===== src/rtl/mips_pkg.sv =====
// Shared constants for the multicycle MIPS core: datapath width,
// next-PC select codes and the opcodes the control FSM decodes.
package mips_pkg;

  localparam int unsigned WIDTH    = 32;
  localparam int unsigned OP_W     = 6;
  localparam int unsigned PCSRC_W  = 2;

  localparam logic [PCSRC_W-1:0] PCSRC_SEQ = 2'b00;
  localparam logic [PCSRC_W-1:0] PCSRC_BR  = 2'b01;
  localparam logic [PCSRC_W-1:0] PCSRC_JMP = 2'b10;
  localparam logic [PCSRC_W-1:0] PCSRC_RSV = 2'b11;

  localparam logic [OP_W-1:0] OP_RTYPE = 6'b000000;
  localparam logic [OP_W-1:0] OP_LW    = 6'b100011;
  localparam logic [OP_W-1:0] OP_SW    = 6'b101011;
  localparam logic [OP_W-1:0] OP_BEQ   = 6'b000100;
  localparam logic [OP_W-1:0] OP_BNE   = 6'b000101;
  localparam logic [OP_W-1:0] OP_ADDI  = 6'b001000;
  localparam logic [OP_W-1:0] OP_J     = 6'b000010;

  // Jump target: upper nibble of the already-incremented PC, 26-bit word index.
  function automatic logic [WIDTH-1:0] jump_target(input logic [WIDTH-1:0] pc_plus4,
                                                   input logic [WIDTH-1:0] ir);
    return {pc_plus4[31:28], ir[25:0], 2'b00};
  endfunction

endpackage


===== src/rtl/fetch_pc_unit_en_reg.sv =====
// Parameterised-width register with load enable and async active-low clear.
module en_reg #(
  parameter int unsigned   W       = 32,
  parameter logic [W-1:0]  RST_VAL = '0
) (
  input  logic         clk,
  input  logic         rst_n,
  input  logic         en,
  input  logic [W-1:0] d,
  output logic [W-1:0] q
);

  always_ff @(posedge clk or negedge rst_n) begin
    if (!rst_n)  q <= RST_VAL;
    else if (en) q <= d;
  end

endmodule


===== src/rtl/fetch_pc_unit.sv =====
// PC / IR / MDR / ALUOut register stage of the multicycle MIPS core,
// including branch resolution and next-PC selection.
module fetch_pc_unit
  import mips_pkg::*;
#(
  parameter int unsigned      WIDTH    = mips_pkg::WIDTH,
  parameter logic [WIDTH-1:0] RESET_PC = 32'h0000_0000
) (
  input  logic               clk,
  input  logic               rst,
  input  logic               PCWrite,
  input  logic               BeQ,
  input  logic               BnE,
  input  logic [PCSRC_W-1:0] PCSrc,
  input  logic               IRWrite,
  input  logic [WIDTH-1:0]   alu_result,
  input  logic               alu_zero,
  input  logic [WIDTH-1:0]   mem_rdata,
  output logic [WIDTH-1:0]   pc,
  output logic [WIDTH-1:0]   instr,
  output logic [OP_W-1:0]    op,
  output logic [WIDTH-1:0]   mdr,
  output logic [WIDTH-1:0]   alu_out,
  output logic               pc_en,
  output logic [31:0]        instr_count
);

  logic [WIDTH-1:0] next_pc_c;
  logic             pc_load_c;
  logic [31:0]      count_inc_c;

  assign pc_en = PCWrite | (BeQ & alu_zero) | (BnE & ~alu_zero);

  // Reserved select freezes the PC even with the enable asserted.
  always_comb begin
    next_pc_c = pc;
    pc_load_c = pc_en;
    unique case (PCSrc)
      PCSRC_SEQ: next_pc_c = alu_result;
      PCSRC_BR:  next_pc_c = alu_out;
      PCSRC_JMP: next_pc_c = jump_target(pc, instr);
      default:   pc_load_c = 1'b0;
    endcase
  end

  assign count_inc_c = instr_count + 32'd1;
  assign op          = instr[31:26];

  en_reg #(.W(WIDTH), .RST_VAL(RESET_PC)) u_pc (
    .clk(clk), .rst_n(rst), .en(pc_load_c), .d(next_pc_c), .q(pc)
  );

  en_reg #(.W(WIDTH), .RST_VAL('0)) u_instr (
    .clk(clk), .rst_n(rst), .en(IRWrite), .d(mem_rdata), .q(instr)
  );

  en_reg #(.W(WIDTH), .RST_VAL('0)) u_mdr (
    .clk(clk), .rst_n(rst), .en(1'b1), .d(mem_rdata), .q(mdr)
  );

  en_reg #(.W(WIDTH), .RST_VAL('0)) u_alu_out (
    .clk(clk), .rst_n(rst), .en(1'b1), .d(alu_result), .q(alu_out)
  );

  en_reg #(.W(32), .RST_VAL('0)) u_count (
    .clk(clk), .rst_n(rst), .en(IRWrite), .d(count_inc_c), .q(instr_count)
  );

endmodule

===== config.mk =====
export PLATFORM = sky130hd
export DESIGN_NAME = fetch_pc_unit
export DESIGN_NICKNAME = d
export VERILOG_FILES = /design/src/rtl/mips_pkg.sv /design/src/rtl/fetch_pc_unit_en_reg.sv /design/src/rtl/fetch_pc_unit.sv
export SDC_FILE = /design/constraint.sdc
export NUM_CORES = 1
export LEC_CHECK = 0
export ABC_CLOCK_PERIOD_IN_PS = 2100
export CAP_MARGIN = 20
export CORE_AREA = 2 2 127 129
export CTS_CLUSTER_DIAMETER = 200
export CTS_CLUSTER_SIZE = 14
export DETAILED_ROUTE_END_ITERATION = 16
export DIE_AREA = 0 0 129 131
export GPL_ROUTABILITY_DRIVEN = 0
export PLACE_DENSITY = 0.73
export SYNTH_ARGS = -nofsm -noshare
export SYNTH_HDL_FRONTEND = slang
export SYNTH_SLANG_ARGS = --single-unit

===== constraint.sdc =====
create_clock -name clk -period 2.1 [get_ports clk]
set_input_delay 0.21 -clock clk [delete_from_list [all_inputs] [get_ports clk]]
set_output_delay 0.21 -clock clk [all_outputs]
set_load 0.005 [all_outputs]

==> results.py <==
metrics = {
    "setup_path": {
        "cp.required_ns": 2.44,
        "critical_path_class": "register to register",
        "cp_max_fo": 6,
        "crit_path_end_kind": "register",
        "crit_path_start_kind": "register",
        "critPathArrivalTime_ns": 2.18,
    },
    "final_layout": {
        "final_cell_mix": "clkdlybuf4s50_1 (237), dfrtp_1 (160), nand2_1 (66), o21ai_0 (58), mux2_2 (37)",
        "syn_to_final_growth_pct": 55.07,
        "num_antenna_cells": 0,
        "drive_gt1_frac": 0.1286,
        "postLayoutCoreUtil": 0.6029,
        "layout.cells.non_filler": 955,
        "fillCellCount": 1223,
        "final_common_cell": "clkdlybuf4s50_1",
        "nets": 805,
    },
    "clock_network": {
        "cts.sinks": 160,
        "cts_setup_buffers": 0,
        "cts_tree": "built",
        "cts_htree_levels": 4,
        "cts_buffers": 17,
        "clk_pin_slew_ns": 0.06,
        "root_buffer": "clkbuf_16",
        "clkLatencyLatePin_ns": 0.42,
        "cts.path.max_buffers": 2,
    },
    "floorplan": {
        "dieArea_sq_um": 16900,
        "placementRows": 46,
        "initial_core_util": 0.3888,
        "die_y_um": 131,
        "io_pins": 240,
        "core_area_sq_um": 15600,
        "die_w_um": 129,
    },
    "timing": {
        "fin_skew_ns": 0.008565,
        "fmax_ghz": 0.5435,
        "rsz0062_at_grt": "no",
        "finalSetupViolations": 0,
        "period_needed_ns": 1.840,
        "report.final.slew_viol_count": 0,
        "worst_pin_slew_ns": 0.5722,
        "hold_violations": 0,
        "relSlewSlack": 0.6186,
        "finalCritPeriodShare": 0.8762,
    },
    "placed_design": {
        "port-buffer-count": 239,
        "post-dp-hpwl_mm": 11.74,
        "dp.cells": 923,
    },
    "route": {
        "first_pass_iters": 4,
        "routedWlPerCell_um": 16.89,
        "drt-total-wl_mm": 16.13,
        "drtAntennaViolNets": 0,
        "vias": 4651,
        "drtIter0Drc": 223,
        "viasPerCell": 4.870,
        "drc_errors": 0,
    },
    "global_routing": {
        "met3_usage": 0.06637,
        "use_met2": 0.3094,
        "grt_use_met1": 0.2421,
        "grt_pass1_vias": 4691,
        "antenna_found_initial": 0,
        "grt-busiest-layer": "met2",
        "track_usage": 0.1933,
        "grt_pass1_wl_mm": 24.98,
        "grt_max_degree": 62,
        "grt-ovfl-total": 0,
    },
    "power_and_ir_drop": {
        "ir_worst_vdd_uv": 491.9,
        "p_per_area_nw_per_um2": 891.9,
        "p_leak_nw": 3.986,
    },
    "synthesis": {
        "synth-seq-cells": 160,
        "synthDistinctLibCells": 33,
        "ys_seq_area_frac": 0.6602,
        "avgSynthCellArea_sq_um": 12.53,
        "syn_inst": 484,
        "yosysWarnings": 0,
        "netlist_area_sq_um": 6065,
        "synth.net_count": 562,
    },
    "min_path": {
        "hold_path_class": "primary input to register",
    },
    "job": {
        "drv_cap": 0,
    },
    "status": {
        "status": "finished clean",
    },
}
==> path summary, 6_finish.rpt <==
| check | slack, ns | to | cells after the start | start |
|---|---|---|---|---|
| max | 0.26 | u_count.q[16] | 4 | u_count.q[4] |
| min | 0.25 | u_mdr.q[16] | 1 | mem_rdata[16] |
| max reg2reg | 0.26 | u_count.q[16] | 4 | u_count.q[4] |
| min reg2reg | 0.48 | u_pc.q[1] | 2 | u_pc.q[1] |
| max in group asynchronous | 1.10 | u_mdr.q[1] | 3 | rst |
| min in group asynchronous | 0.36 | u_mdr.q[4] | 2 | rst |
==> critical path, stage by stage, from the launching register on <==
cell	delay [ns]
dfrtp_1	0.45
nand4_2	0.22
or4_1	0.70
nor3_2	0.24
xor2_1	0.15
==> cells in the mapped netlist <==
master | count | area, sq um
or2_2 | 1 | 6.260
or4_1 | 1 | 7.510
nor3_2 | 3 | 30.03
inv_1 | 9 | 33.78
nor3_1 | 2 | 10.01
o31ai_1 | 1 | 7.510
nor4_4 | 1 | 21.27
buf_2 | 1 | 5.000
and4_1 | 2 | 17.52
mux2_2 | 37 | 416.7
nor4_2 | 1 | 12.51
nor4_1 | 2 | 12.51
nor2b_1 | 3 | 18.77
nor2_1 | 8 | 30.03
clkbuf_1 | 16 | 60.06
or3_1 | 1 | 6.260
nand4_1 | 11 | 68.82
a31oi_1 | 2 | 12.51
buf_4 | 7 | 52.55
a22oi_1 | 26 | 195.2
xnor2_1 | 22 | 192.7
and2_1 | 3 | 18.77
buf_1 | 7 | 26.28
dfrtp_1 | 160 | 4004
nand3_1 | 11 | 55.05
nand2b_1 | 1 | 6.260
and3_1 | 4 | 25.02
nand4_2 | 2 | 25.02
o21ai_0 | 58 | 290.3
nand2_1 | 66 | 247.7
nand3b_1 | 1 | 7.510
ha_1 | 5 | 62.56
xor2_1 | 9 | 78.83
==> kinds of logic (layout without fill, tap and decap cells) <==
family | after synthesis | in the layout | synth area share
compound gates | 87 | 87 | 0.08335
xor+xnor | 31 | 31 | 0.04477
fa+ha+maj | 5 | 5 | 0.01032
buf+inv | 40 | 295 | 0.02930
flops | 160 | 160 | 0.6602
mux | 37 | 37 | 0.06870
simple gates | 124 | 124 | 0.1034
==> area by class of cell <==
| cell class | count | area, sq um | area share |
|---|---|---|---|
| sequential | 160 | 4004 | 0.4258 |
| timing repair buffer | 255 | 2549 | 0.2710 |
| clock inverter | 9 | 153.9 | 0.01637 |
| clock buffer | 22 | 494.2 | 0.05255 |
| inverter | 9 | 33.78 | 0.003592 |
| tap | 216 | 270.3 | 0.02874 |
| multi-input combinational | 284 | 1899 | 0.2020 |
==> state kept, by name, indices dropped and copies added (netlist names) <==
name	cells
u_instr.q	32
u_count.q	32
u_pc.q	32
u_alu_out.q	32
u_mdr.q	32
==> layer usage <==
metal	vias up	share of wire
met1	2294	0.41
li1	2155	-
met5	-	0.00037
met3	20	0.078
met4	2	0.018
met2	180	0.49
==> where the power goes <==
group	internal, mW	switching (mW)	total [mW]
combinational	0.884	0.538	1.42
sequential	3.39	0.245	3.63
clock	2.14	1.19	3.33
==> what timing repair did <==
action,in CTS,in global routing
gates resized for setup,0,0
hold buffers,1,0
endpoints found under the setup margin,0,0
endpoints found under the hold margin,57,0
==> stage by stage <==
stage                     total power, mW  area [sq um]  worst slack, ns  TNS (ns)  hold WS, ns
final                               8.387          9404           0.2599         0       0.2461
after global routing                8.771          9404           0.1252         0       0.2361
after CTS                           8.496          9404           0.2563         0       0.2326
after detailed placement            5.129          8746         -0.08138   -0.2986       0.2401
after global placement              5.084          8746         -0.05798   -0.2246       0.2324
after floorplan                     4.084          6065           0.4584         0     -0.08559
Note: power is estimated with default switching activity, not from simulation.
